<file path="src/rtl/pc_unit.sv">
// Program-counter unit: selects the next fetch address from trap, trap return,
// redirect, return-address-stack prediction or sequential increment.
module pc_unit #(
    parameter int              XLEN        = 32,
    parameter logic [XLEN-1:0] RESET_PC    = '0,
    parameter int              INSTR_BYTES = 4,
    parameter int              RAS_DEPTH   = 4
) (
    input  logic                           clk,
    input  logic                           reset,
    input  logic                           stall,
    input  logic                           redirect_valid,
    input  logic [XLEN-1:0]                redirect_target,
    input  logic                           trap,
    input  logic [XLEN-1:0]                trap_vector,
    input  logic                           mret,
    input  logic                           ras_push,
    input  logic                           ras_pop,
    output logic [XLEN-1:0]                current_pc,
    output logic [XLEN-1:0]                epc,
    output logic [XLEN-1:0]                ras_top,
    output logic [$clog2(RAS_DEPTH):0]     ras_count
);

    localparam int              PTR_W      = $clog2(RAS_DEPTH);
    localparam int              CNT_W      = PTR_W + 1;
    localparam logic [XLEN-1:0] INC        = XLEN'(INSTR_BYTES);
    localparam logic [XLEN-1:0] ALIGN_MASK = ~(XLEN'(INSTR_BYTES - 1));
    localparam logic [CNT_W-1:0] CNT_FULL  = CNT_W'(RAS_DEPTH);

    logic [XLEN-1:0]  pc_q, pc_d;
    logic [XLEN-1:0]  epc_q, epc_d;
    logic [PTR_W-1:0] ptr_q, ptr_d;
    logic [CNT_W-1:0] count_q, count_d;
    logic [XLEN-1:0]  mem_q [RAS_DEPTH];
    logic [XLEN-1:0]  mem_d [RAS_DEPTH];

    logic             ras_en;
    logic             ras_nonempty;
    logic             do_push;
    logic             do_pop;
    logic [XLEN-1:0]  seq_pc;
    logic [XLEN-1:0]  push_val;
    logic [PTR_W-1:0] ptr_inc;
    logic [XLEN-1:0]  top_val;

    function automatic logic [XLEN-1:0] align(input logic [XLEN-1:0] addr);
        return addr & ALIGN_MASK;
    endfunction

    assign ras_nonempty = (count_q != '0);
    assign top_val      = ras_nonempty ? mem_q[ptr_q] : '0;

    always_comb begin
        ras_en   = !stall && !trap && !mret;
        do_pop   = ras_en && ras_pop && ras_nonempty;
        do_push  = ras_en && ras_push;
        seq_pc   = pc_q + INC;
        push_val = align(seq_pc);
        ptr_inc  = ptr_q + 1'b1;

        pc_d    = seq_pc;
        epc_d   = epc_q;
        ptr_d   = ptr_q;
        count_d = count_q;
        mem_d   = mem_q;

        if (trap) begin
            pc_d  = align(trap_vector);
            epc_d = align(pc_q);
        end else if (mret) begin
            pc_d = epc_q;
        end else if (redirect_valid) begin
            pc_d = align(redirect_target);
        end else if (stall) begin
            pc_d = pc_q;
        end else if (do_pop) begin
            pc_d = top_val;
        end

        // A push and pop together swap the top entry in place; an empty stack
        // has nothing to pop, so that case degrades to a plain push.
        if (do_push && do_pop) begin
            mem_d[ptr_q] = push_val;
        end else if (do_push) begin
            ptr_d          = ptr_inc;
            mem_d[ptr_inc] = push_val;
            if (count_q != CNT_FULL) begin
                count_d = count_q + 1'b1;
            end
        end else if (do_pop) begin
            ptr_d   = ptr_q - 1'b1;
            count_d = count_q - 1'b1;
        end
    end

    always_ff @(posedge clk or posedge reset) begin
        if (reset) begin
            pc_q    <= RESET_PC;
            epc_q   <= '0;
            ptr_q   <= '0;
            count_q <= '0;
            mem_q   <= '{default: '0};
        end else begin
            pc_q    <= pc_d;
            epc_q   <= epc_d;
            ptr_q   <= ptr_d;
            count_q <= count_d;
            mem_q   <= mem_d;
        end
    end

    assign current_pc = pc_q;
    assign epc        = epc_q;
    assign ras_top    = top_val;
    assign ras_count  = count_q;

endmodule

</file>
<file path="config.mk">
export PLATFORM = sky130hd
export DESIGN_NAME = pc_unit
export DESIGN_NICKNAME = d
export VERILOG_FILES = /design/src/rtl/pc_unit.sv
export SDC_FILE = /design/constraint.sdc
export NUM_CORES = 1
export LEC_CHECK = 0
export BUFFER_PORTS_ARGS = -buffer_cell sky130_fd_sc_hd__buf_2
export CORE_MARGIN = 1
export CORE_UTILIZATION = 45
export DETAILED_ROUTE_END_ITERATION = 10
export PLACE_DENSITY = 0.67
export SYNTH_ARGS = -nofsm -noshare
export SYNTH_HDL_FRONTEND = slang
export SYNTH_SLANG_ARGS = --single-unit
</file>
<file path="constraint.sdc">
create_clock -name clk -period 6.1 [get_ports clk]
set_clock_uncertainty 0.15 [all_clocks]
set_input_delay 0.305 -clock clk [delete_from_list [all_inputs] [get_ports clk]]
set_output_delay 0.305 -clock clk [all_outputs]
set_load 0.02 [all_outputs]
</file>
Word-level counts from Yosys, hierarchy flattened
Cells that the tools add are included.
{"block": "word_totals", "reg_bits": 195, "inputBits": 72, "output_inout_bits": 99, "wordCells": 61}
{"block": "classes", "addsub": 5, "magnitude_cmp": 4, "eq_ne": 3, "mux": 22, "bitwise": 3, "n_reduce_logical": 16}
{"cell": "$mux 32", "n": 10}
{"cell": "$bwmux 128", "n": 2}
{"cell": "$mux 128", "n": 2}
{"cell": "$demux 32 s2", "n": 2}
{"cell": "$bmux 32 s2", "n": 1}
{"cell": "$add 32x3->32 const B", "n": 1}
{"cell": "$mux 3", "n": 3}
{"cell": "$logic_and 1x1->1", "n": 8}
{"cell": "$ge 3x3->1 const B", "n": 2}
{"cell": "$lt 3x1->1 const B", "n": 2}
{"cell": "$not 2->3", "n": 2}
{"cell": "$mux 2", "n": 2}
{"cell": "$ne 4x1->1 const B", "n": 1}
{"cell": "$reduce_bool 2->1", "n": 2}
{"cell": "$add 3x1->3 const B", "n": 1}
{"cell": "$logic_not 1->1", "n": 3}
{"cell": "$ne 3x3->1 const B", "n": 1}
{"cell": "$reduce_and 3->1", "n": 1}
{"cell": "$reduce_bool 3->1", "n": 1}
{"cell": "$sub 3x1->3 const B", "n": 1}
{"cell": "$add 2x1->2 const B", "n": 1}
{"cell": "$ne 2x1->1 const B", "n": 1}
{"cell": "$reduce_and 2->1", "n": 1}
{"cell": "$sub 2x1->2 const B", "n": 1}
{"cell": "$not 1->1", "n": 1}

Logic depth before layout (Yosys ltp)
Gate-level depths: netlist of the first run.
{"block": "depth", "ltp_word": 10, "ltp_mapped": 11, "depth_no_buf": 8}

Least setup slack after synthesis of the first run
Ideal clock, no wire load.
{"block": "synth_path", "kind": "register to register", "from": "register count_q[0] (netlist: ras_count[0])", "to": "register mem_q[35] (netlist bit)", "setup_ns": 0.125, "t_arrival_ns": 2.510, "required_time_ns": 5.825, "slack_ns": 3.316, "path_stages_with_launch": 11, "n_path_buf": 3, "period_less_slack_ns": 2.784, "path_cell_list": "dfrtp_1 > or3_4 > nand3_2 > inv_2 > buf_2 > ha_1 > buf_1 > mux2i_1 > nor2_1 > buf_2 > mux2_2"}
{"block": "synth_between", "elab_chain_len": 4, "word_cells_on_any_way": 5, "cone_classes": "mux (1); reduce/logical (4)"}
{"element": "from (decl)", "line_no": "34", "source": "logic [CNT_W-1:0] count_q, count_d;"}
{"element": "from (signal assigned)", "line_no": "108", "source": "count_q <= count_d;"}
{"element": "$reduce_bool 3->1 (*)", "line_no": "51", "source": "assign ras_nonempty = (count_q != '0);"}
{"element": "$logic_and 1x1->1 (*)", "line_no": "56", "source": "do_pop = ras_en && ras_pop && ras_nonempty;"}
{"element": "$logic_and 1x1->1 (*)", "line_no": "83", "source": "if (do_push && do_pop) begin"}
{"element": "$mux 128 / $reduce_bool 2->1 (equally long branches)"}
{"element": "to (signal assigned)", "line_no": "109", "source": "mem_q <= mem_d;"}
{"element": "to (decl)", "line_no": "35", "source": "logic [XLEN-1:0] mem_q [RAS_DEPTH];"}
Mark *: on every way between the ends. The rest lies on a longest branch, timed or not.
A chain may end at the register's enable or synchronous reset.

Worst setup path after layout of the first run
{"block": "layout_path", "from": "register count_q[0] (netlist: ras_count[0])", "to": "register mem_q[82] (netlist bit)"}
The elaborated chain is that of the path after synthesis.

==> impl_metrics.toml, run 1 <==
[synth]
ys.flop_type = "dfrtp_1"
synth-async-reset-ratio_pct = 100
synth_area_per_cell_um2 = 10.3
synthesis.area_um2 = 9560
synth-edff-count = 0
netlist_instances = 926
synth-seq-cells = 186
yosysSeqAreaShare_pct = 48.7
yosysWarnings = 0
synth_cell_types = 68

[outcome]
status = "finished, final reports clean"

[detailed_routing]
drtAntennaViolNets = 0
dr.first_iter.drc_count = 700
wl_per_cell_um = 20.3
num_vias = 7993
wirelength_um = 27400
dr.pass1.iters = 7
drcViolationCount = 0
post_drt_via_cell_ratio = 5.92

[critical_path]
crit_arrival_ps = 4150
end_kind = "flop"
critPathKind = "reg -> reg"
crit_fanout = 42
start_kind = "flop"
critical_path.endpoint = "mem_q[82]"
cp.required_ps = 6300
regToRegSetupSlack_ps = 2150
regToRegStartpoint = "ras_count[0]"
crit_start = "ras_count[0]"
reg2regPathDepth = 9
reg2reg_to = "mem_q[82]"

[clocking]
tritoncts = "yes"
clk_path_buf_depth = 2
root_buffer = "clkbuf_16"
clock_sinks = 186
clkSlewWorstSetupHoldPaths_ps = 70
insertion_delay_ps = 440
htreeDepth = 4
cts_setup_buffers = 0
numCtsBuffers = 17

[power_and_ir_drop]
power.total_mw = 5.39
p_sw_share_pct = 39.2
leakagePower_nw = 4.96
clkPwrFrac_pct = 21.1
seqPwrFrac_pct = 38.3
p_sw_mw = 2.11
ir_drop_v = 0.000239
p_int_mw = 3.28
power.density_nw_per_um2 = 480
comb_power_share_pct = 40.6

[job]
max_cap_violations = 0

[layout]
finish.net_count = 1147
drive_above_1_share_pct = 25.8
syn_to_final_growth_pct = 17.6
final_cells = 1351

[global_route]
grt_overflow = 0
grt_usage_pct = 25.6
grt_pass1_vias = 7311
antenna_found_initial = 1
grt_pass1_wl_um = 42300
grt_max_degree = 85

[sta]
rsz0062_at_grt = "false"
relSlewSlack_pct = 25.5
finalHoldViolCount = 0
fmax_ghz = 0.253
setup_viol_count_final = 0
worst_pin_slew_ps = 1110
fin_setup_tns_ps = 0
finalCritPeriodShare_pct = 64.7
fin_crit_ps = 3950
finalMaxSlewViolations = 0

[floorplan]
dieArea_um2 = 21800
core_area_um2 = 20500
ioPinCount = 171
fp.dieW_um = 148
start_util_pct = 46.6
fp-row-count = 52
die-height_um = 148

[placement]
place_inst = 1305
place_hpwl_um = 18800
io_buffers = 162
finalWeightedCongestion = 0.887

[hold_path]
hp-class = "in -> reg"
layout make-up:
| class | instances | area (um2) |
|---|---|---|
| fillers | 1820 | 9250 |
| flip-flops and latches | 186 | 4660 |
| multi-input cells | 651 | 4520 |
| repair buffers | 186 | 1020 |
| clock buffers | 19 | 443 |
| well taps | 270 | 338 |
| clock inverters | 13 | 161 |
| inverters | 25 | 98.8 |
| diodes | 1 | 2.50 |
per-stage QoR:
| stage | worst slack [ps] | area (um2) | hold WS [ps] | util [%] |
|---|---|---|---|---|
| after floorplan | 588 | 9570 | 294 | - |
| after global placement | 2260 | 10500 | 190 | 51.3 |
| after detailed placement | 2130 | 10500 | 193 | 51.3 |
| after CTS | 2110 | 11200 | 0.204 | 54.8 |
| after global routing | 1830 | 11200 | 16.3 | 54.8 |
| final | 2150 | 11200 | 19.8 | 54.9 |
worst max-delay path, cell delays in order, from the launching register on:
cell     delay [ps]
dfrtp_1         480
or3_4           390
nand3_2         390
inv_2           520
ha_1            420
mux2i_1         170
nor2_4          770
buf_4           360
nor2_1           60
a21oi_1         120
power groups by stage:
stage / registers (mW) / logic [mW] / clock network (mW)
after floorplan: 2.03 / 1.52 / 0
after global placement: 2.07 / 2.14 / 0
after detailed placement: 2.09 / 2.18 / 0
after CTS: 2.07 / 2.19 / 1.15
after global routing: 2.13 / 2.36 / 1.20
final: 2.06 / 2.19 / 1.14
cells in the mapped netlist, types with 8 or more instances:
cell | count | area (um2)
xnor2_1 | 14 | 123
a22oi_1 | 10 | 75.1
o21ai_0 | 24 | 120
dfrtp_1 | 186 | 4650
and2_1 | 31 | 194
nand3_1 | 9 | 45.0
buf_2 | 30 | 150
nor3_1 | 9 | 45.0
xor2_1 | 18 | 158
nand4_1 | 8 | 50.1
a221oi_1 | 10 | 87.6
a21oi_1 | 133 | 666
mux4_2 | 23 | 518
nand2_1 | 51 | 191
mux2i_1 | 9 | 90.1
clkbuf_1 | 22 | 82.6
a221o_1 | 9 | 90.1
nor2_1 | 142 | 533
mux2_2 | 28 | 315
inv_1 | 24 | 90.1
sequential cells by signal, indices dropped and copies added, names as in the netlist:
register	count
current_pc	31
ras_count	3
mem_q	120
ptr_q	2
epc	30
cells in the final DEF (no fill, tap or decap), types with 4 or more instances in the layout:
master           n
a22oi_1         10
xor2_1          18
and2_1          31
nor2_4           4
a222oi_1         6
nor2_1         138
o221ai_1         5
mux4_2          23
inv_6            5
conb_1           4
buf_2          162
dfrtp_1        185
o21ai_0         24
ha_1             7
a221oi_1        10
nand3_1          9
and3_1           7
o21a_1           4
inv_1           23
a221o_1          9
nor4_1           4
mux2i_1          9
clkbuf_16       17
a211oi_1         6
mux4_1           7
o21ai_1          5
nor3_1           9
o211ai_1         7
o22ai_1          6
a21oi_1        133
a31oi_1          4
dlygate4sd3_1   13
xnor2_1         14
nand2_1         51
nand4_1          8
mux2_2          28
buf_4           11
and4_1           5
routing by layer:
metal	track usage, %	up-vias	part of all wire, %
met5	0	-	0
met4	7.99	0	1.6
met2	38.9	387	46
met1	37.6	3952	44
met3	4.20	34	7.6
li1	-	3620	-
logic make-up (layout without fill, tap and decap cells):
family	Yosys count	count (layout)	synth area share (%)
compound gates	249	249	16.1
xor+xnor	32	32	2.93
fa+ha+maj	8	8	1.13
buf+inv	92	243	4.53
flops	186	186	48.7
mux	67	67	11.6
other cells	1	5	0.0392
simple gates	291	291	15.0
worst min path at each step:
| stage | start | end | slack (ps) | cells after the start |
|---|---|---|---|---|
| floorplan | trap_vector[5] | current_pc[5] | 290 | 2 |
| global placement | reset | mem_q[121] | 190 | 2 |
| detailed placement | reset | mem_q[121] | 190 | 2 |
| CTS | trap_vector[27] | current_pc[27] | 0.2 | 3 |
| global route | trap_vector[2] | current_pc[2] | 20 | 3 |
| finish | trap_vector[2] | current_pc[2] | 20 | 3 |
timing repair:
| item | in CTS | in global routing |
|---|---|---|
| hold endpoints to repair | 53 | 0 |
| setup endpoints to repair | 0 | 0 |
| resized for setup | 0 | 0 |
| hold buffers | 13 | 0 |
(Power assumes the default switching activity.)
==> inputs of run 2 (changes only) <==
--- a/config.mk
+++ b/config.mk
@@ -5,11 +5,12 @@
 export SDC_FILE = /design/constraint.sdc
 export NUM_CORES = 1
 export LEC_CHECK = 0
+export ABC_AREA = 1
 export BUFFER_PORTS_ARGS = -buffer_cell sky130_fd_sc_hd__buf_2
 export CORE_MARGIN = 1
 export CORE_UTILIZATION = 45
 export DETAILED_ROUTE_END_ITERATION = 10
-export PLACE_DENSITY = 0.67
+export PLACE_DENSITY = 0.68
 export SYNTH_ARGS = -nofsm -noshare
 export SYNTH_HDL_FRONTEND = slang
 export SYNTH_SLANG_ARGS = --single-unit
==> constraint.sdc (replaced) <==
create_clock -name clk -period 3.6 [get_ports clk]
set_clock_uncertainty 0.15 [all_clocks]
set_input_delay 0.18 -clock clk [delete_from_list [all_inputs] [get_ports clk]]
set_output_delay 0.18 -clock clk [all_outputs]
set_load 0.02 [all_outputs]
==> run 2 against run 1 <==
Routed wire length rose by 14%; critical path depth rose by 2; synthesized cell count rose by 60%; clock power rose by 66%; count of clock-buffer cells in the layout did not move; critical path type unchanged; largest power group unchanged.
==> impl_metrics.toml, run 2 <==
[sta]
relSlewSlack_pct = 32.8
setup_viol_count_final = 0
fmax_ghz = 0.301
finalHoldViolCount = 0
fin_crit_ps = 3320
fin_setup_tns_ps = 0
worst_pin_slew_ps = 1010
finalMaxSlewViolations = 0
rsz0062_at_grt = "false"
worst_slack_ps = 276
finalCritPeriodShare_pct = 92.3

[layout]
final_cell_mix = "nand2_1, dfrtp_1, nor2_1"
finish.net_count = 1718
design_area_um2 = 12400
syn_to_final_growth_pct = 18.8
nFillCells = 2207
utilization_pct = 54.7
ff_latch_area_um2 = 4660
layout_commonest_cell = "nand2_1"
multi_input_area_um2 = 4910
n_antenna_cell = 0
largest-register = "mem_q"
largest_reg_flops = 120
final_cells = 1936
drive_above_1_share_pct = 15.6

[hold_path]
min_to = "current_pc[16]"
whs_path_depth = 7
hp-class = "in -> reg"
hp-start = "redirect_target[16]"

[clocking]
root_buffer = "clkbuf_16"
htreeDepth = 4
clkSlewWorstSetupHoldPaths_ps = 70
insertion_delay_ps = 450
clk_path_buf_depth = 2
numCtsBuffers = 17
cts_setup_buffers = 0
clock_sinks = 186
tritoncts = "yes"

[synth]
synth-async-reset-ratio_pct = 100
yosys-top-cells-area = "dfrtp_1, nand2_1, o21ai_0"
synth_top_area_share_pct = 44.5
synth_area_per_cell_um2 = 7.08
synth-compound-area-share_pct = 14.1
synth-edff-count = 0
yosysWarnings = 0
synthSimpleGateAreaFrac_pct = 30.1
ys_top_cells_by_count = "nand2_1, dfrtp_1, nor2_1"
yosysSeqAreaShare_pct = 44.5
synth-seq-cells = 186
synth_mux_area_share_pct = 0.108
synth_xor_area_share_pct = 1.32
yosysTopAreaCell = "dfrtp_1"
synth_cell_types = 44
yosysMostFrequentCell = "nand2_1"
ys.flop_type = "dfrtp_1"
synthesis.area_um2 = 10500
synth_top_family_by_area = "simple AND/OR/NAND/NOR gates"
netlist_instances = 1477
synthAdderAreaFrac_pct = 1.03

[critical_path]
crit_fanout = 16
crit_start = "ras_count[0]"
regToRegStartpoint = "ras_count[0]"
reg2regPathDepth = 11
reg2reg_to = "current_pc[11]"
crit_arrival_ps = 3510
start_kind = "flop"
cp.required_ps = 3780
end_kind = "flop"
regToRegSetupSlack_ps = 280
critPathKind = "reg -> reg"

[global_route]
grt_usage_pct = 27.0
grt_overflow = 0
grt_pass1_wl_um = 50400
grt_max_degree = 109
antenna_found_initial = 0
grt_pass1_vias = 9539

[power_and_ir_drop]
power.density_nw_per_um2 = 729
ir_drop_v = 0.000439
leakagePower_nw = 6.43

[floorplan]
ioPinCount = 171
die-height_um = 154
fp.dieW_um = 154
dieArea_um2 = 23900
fp-row-count = 55
start_util_pct = 46.1
core_area_um2 = 22700

[detailed_routing]
wirelength_um = 31200
wl_per_cell_um = 16.1
dr.first_iter.drc_count = 722
num_vias = 10141
dr.pass1.iters = 7
drtAntennaViolNets = 0
drcViolationCount = 0
post_drt_via_cell_ratio = 5.24

[placement]
io_buffers = 162
place_hpwl_um = 21600
pre_cts_slack_ps = 606
finalWeightedCongestion = 0.912
detailed_place.area_um2 = 11400
place_inst = 1864

[outcome]
status = "finished, final reports clean"

[job]
max_cap_violations = 0
## run 2: critical path: stages (launching register included)
cell and delay (ps):
dfrtp_1 430, nor2_1 270, nand2_4 240, clkinv_1 150
buf_4 250, a21oi_1 140, o211ai_1 280, nand3_1 90
dlygate4sd3_1 570, nand2_1 60, dlygate4sd3_1 540, nand2_1 50
## run 2: layout make-up
cell class | count | share of cell area [%]
clock inverters | 13 | 1.08
flip-flops and latches | 186 | 37.5
inverters | 131 | 3.99
well taps | 285 | 2.87
multi-input cells | 1077 | 39.5
clock buffers | 19 | 3.56
repair buffers | 225 | 11.5
## run 2: repair_timing
| action | 4_1_cts | 5_1_grt |
|---|---|---|
| endpoints found under the hold margin | 211 | 0 |
| gates resized for setup | 0 | 1 |
| endpoints found under the setup margin | 0 | 1 |
| hold buffers | 40 | 0 |
## run 2: worst max path at each step
stage	cells after the start	slack, ps	to
global placement	11	690	mem_q[23]
CTS	11	170	current_pc[11]
global route	11	60	current_pc[11]
finish	11	280	current_pc[11]
floorplan	14	750	mem_q[75]
detailed placement	11	610	mem_q[23]
## run 2: report_power, final
part	internal (mW)	leakage (nW)	total, mW	switching [mW]
Clock	0.991	0.260	1.89	0.897
Combinational	1.26	3.90	3.87	2.61
Sequential	2.84	2.27	3.31	0.464
## run 2: layer usage
layer	share of wire [%]	GRT usage [%]	up-vias
li1	-	-	4963
met5	0	0	-
met4	2.2	9.34	0
met2	47	43.8	384
met1	45	37.3	4747
met3	6.6	3.64	47
## run 2: through the flow
stage	total power, mW	hold slack, ps
final	9.06	23.3
after global placement	7.05	230
after global routing	9.72	46.0
after CTS	9.08	2.17
after floorplan	5.88	135
after detailed placement	7.14	216
## run 2: cell families (layout without fill, tap and decap cells)
| group | count (synthesis) | after routing |
|---|---|---|
| muxes | 1 | 1 |
| buffers and inverters | 217 | 388 |
| adders and majority gates | 8 | 8 |
| and+or+nand+nor | 771 | 771 |
| other | 1 | 4 |
| xor gates and xnor gates | 14 | 14 |
| DFF | 186 | 186 |
| AOI/OAI and AO/OA | 279 | 279 |
==> inputs of run 3 (changes only) <==
--- a/config.mk
+++ b/config.mk
@@ -5,12 +5,12 @@
 export SDC_FILE = /design/constraint.sdc
 export NUM_CORES = 1
 export LEC_CHECK = 0
-export ABC_AREA = 1
+export ABC_AREA = 0
 export BUFFER_PORTS_ARGS = -buffer_cell sky130_fd_sc_hd__buf_2
 export CORE_MARGIN = 1
 export CORE_UTILIZATION = 45
 export DETAILED_ROUTE_END_ITERATION = 10
-export PLACE_DENSITY = 0.68
+export PLACE_DENSITY = 0.69
 export SYNTH_ARGS = -nofsm -noshare
 export SYNTH_HDL_FRONTEND = slang
 export SYNTH_SLANG_ARGS = --single-unit
==> run 3 against run 2 <==
Power increased by 4.1%; critical path depth is 4 lower; via count fell by 20%; non-clock buffer count shrank 2; setup slack better by 79 ps; clock power is 12% higher; utilization grew 2.5 points; first-iteration DRC count rose by 6.2%; cell area fell by 5.7%; fmax increased by 2.4%; highest routed layer unchanged.
==> impl_metrics.toml, run 3 (synthesis gave the netlist of run 1 again) <==
[layout]
syn_to_final_growth_pct = 22.6
largest_reg_flops = 120
drive_above_1_share_pct = 26.1
n_antenna_cell = 0
final_cell_mix = "dfrtp_1, buf_2, nor2_1"
final_cells = 1387
layout_commonest_cell = "dfrtp_1"
largest-register = "mem_q"
finish.net_count = 1184

[clocking]
root_buffer = "clkbuf_16"
clock_sinks = 186
cts_setup_buffers = 0
clkSlewWorstSetupHoldPaths_ps = 70
clk_path_buf_depth = 2
insertion_delay_ps = 440
tritoncts = "yes"
postCtsHoldBufs = 39
cts_repair_resize_count = 0
numCtsBuffers = 17
htreeDepth = 4

[sta]
fmax_ghz = 0.308
finalHoldViolCount = 0
hold_ws_ps = 6.22
rsz0062_at_grt = "false"
finalMaxSlewViolations = 0
fin_crit_ps = 3240
fin_setup_tns_ps = 0
relSlewSlack_pct = 33.2
worst_pin_slew_ps = 997
setup_viol_count_final = 0
finalCritPeriodShare_pct = 90.1

[global_route]
grt_pass1_wl_um = 43500
antenna_found_initial = 0
grt_max_degree = 83
grt_pass1_vias = 7769
grt_overflow = 0
grt_usage_pct = 26.2

[power_and_ir_drop]
leakagePower_nw = 5.16
power.density_nw_per_um2 = 805
ir_drop_v = 0.000389

[detailed_routing]
num_vias = 8141
wl_per_cell_um = 20.1
drcViolationCount = 0
drtAntennaViolNets = 0
wirelength_um = 27900
dr.first_iter.drc_count = 767
post_drt_via_cell_ratio = 5.87
dr.pass1.iters = 7

[floorplan]
fp-row-count = 52
ioPinCount = 171
die-height_um = 148
core_area_um2 = 20500
fp.dieW_um = 148
dieArea_um2 = 21800
start_util_pct = 46.6

[critical_path]
cp.required_ps = 3770
regToRegStartpoint = "ptr_q[0]"
crit_arrival_ps = 3420
regToRegSetupSlack_ps = 360
crit_start = "ptr_q[0]"
reg2regPathDepth = 7
crit_fanout = 15
critical_path.endpoint = "current_pc[29]"
end_kind = "flop"
critPathKind = "reg -> reg"
reg2reg_to = "current_pc[29]"
start_kind = "flop"

[placement]
place_inst = 1316
io_buffers = 162
finalWeightedCongestion = 0.860
place_hpwl_um = 19200

[job]
max_cap_violations = 0

[hold_path]
hp-class = "in -> reg"

[outcome]
status = "finished, final reports clean"
-- run 3: cell count changes in the layout (fill, tap and decap cells not counted), sizes merged, moves of 10 or more --
cell / previous run / this run
nand2: 508 / 51
o21ai: 182 / 29
inv: 133 / 27
a21oi: 64 / 133
nor2: 185 / 143
nand3: 51 / 12
mux4: 0 / 30
mux2: 1 / 28
and2: 14 / 31
xnor2: 1 / 14
a221oi: 0 / 10
-- run 3: worst min-delay path by stage --
stage	startpoint	to	slack (ps)	depth (start not counted)
final	redirect_target[25]	current_pc[25]	6	4
after global routing	redirect_target[25]	current_pc[25]	20	4
after CTS	redirect_target[25]	current_pc[25]	2	4
after detailed placement	reset	ras_count[2]	250	2
after global placement	reset	ras_count[2]	260	2
after floorplan	trap_vector[5]	current_pc[5]	170	2
-- run 3: layer usage --
metal	global-route usage [%]	vias to the layer above	wire (um)
met5	0	-	0
li1	-	3692	-
met2	40.7	378	13000
met1	37.0	4023	12300
met3	4.10	48	1850
met4	10.3	0	726
-- run 3: area by class of cell --
| cell class | count | area, um2 |
|---|---|---|
| fill | 1728 | 8780 |
| sequential | 186 | 4660 |
| multi-input combinational | 651 | 4520 |
| timing repair buffer | 223 | 1440 |
| clock buffer | 19 | 453 |
| tap | 270 | 338 |
| clock inverter | 13 | 213 |
| inverter | 25 | 97.6 |
-- run 3: critical path, cell delays in order, from the launching register on --
cell	delay, ps
dfrtp_2	640
buf_4	380
mux4_1	640
nor4_1	410
a2111oi_0	150
nor2_1	120
a21oi_1	50
dlygate4sd3_1	580
-- run 3: report_power, final --
part | internal, mW | total [mW] | leakage [nW] | switching [mW]
logic | 1.67 | 3.84 | 2.61 | 2.17
clock network | 1.28 | 2.11 | 0.317 | 0.835
registers | 2.89 | 3.48 | 2.24 | 0.589
total | 5.84 | 9.43 | 5.16 | 3.60
-- run 3: stage by stage --
step | worst slack (ps) | util (%) | area (um2) | total power [mW]
finish | 356 | 57.2 | 11700 | 9.43
detailed placement | 739 | 52.0 | 10700 | 7.27
global placement | 807 | 52.0 | 10700 | 7.18
CTS | 350 | 57.2 | 11700 | 9.45
floorplan | 816 | - | 9570 | 6.03
global route | 205 | 57.2 | 11700 | 9.93
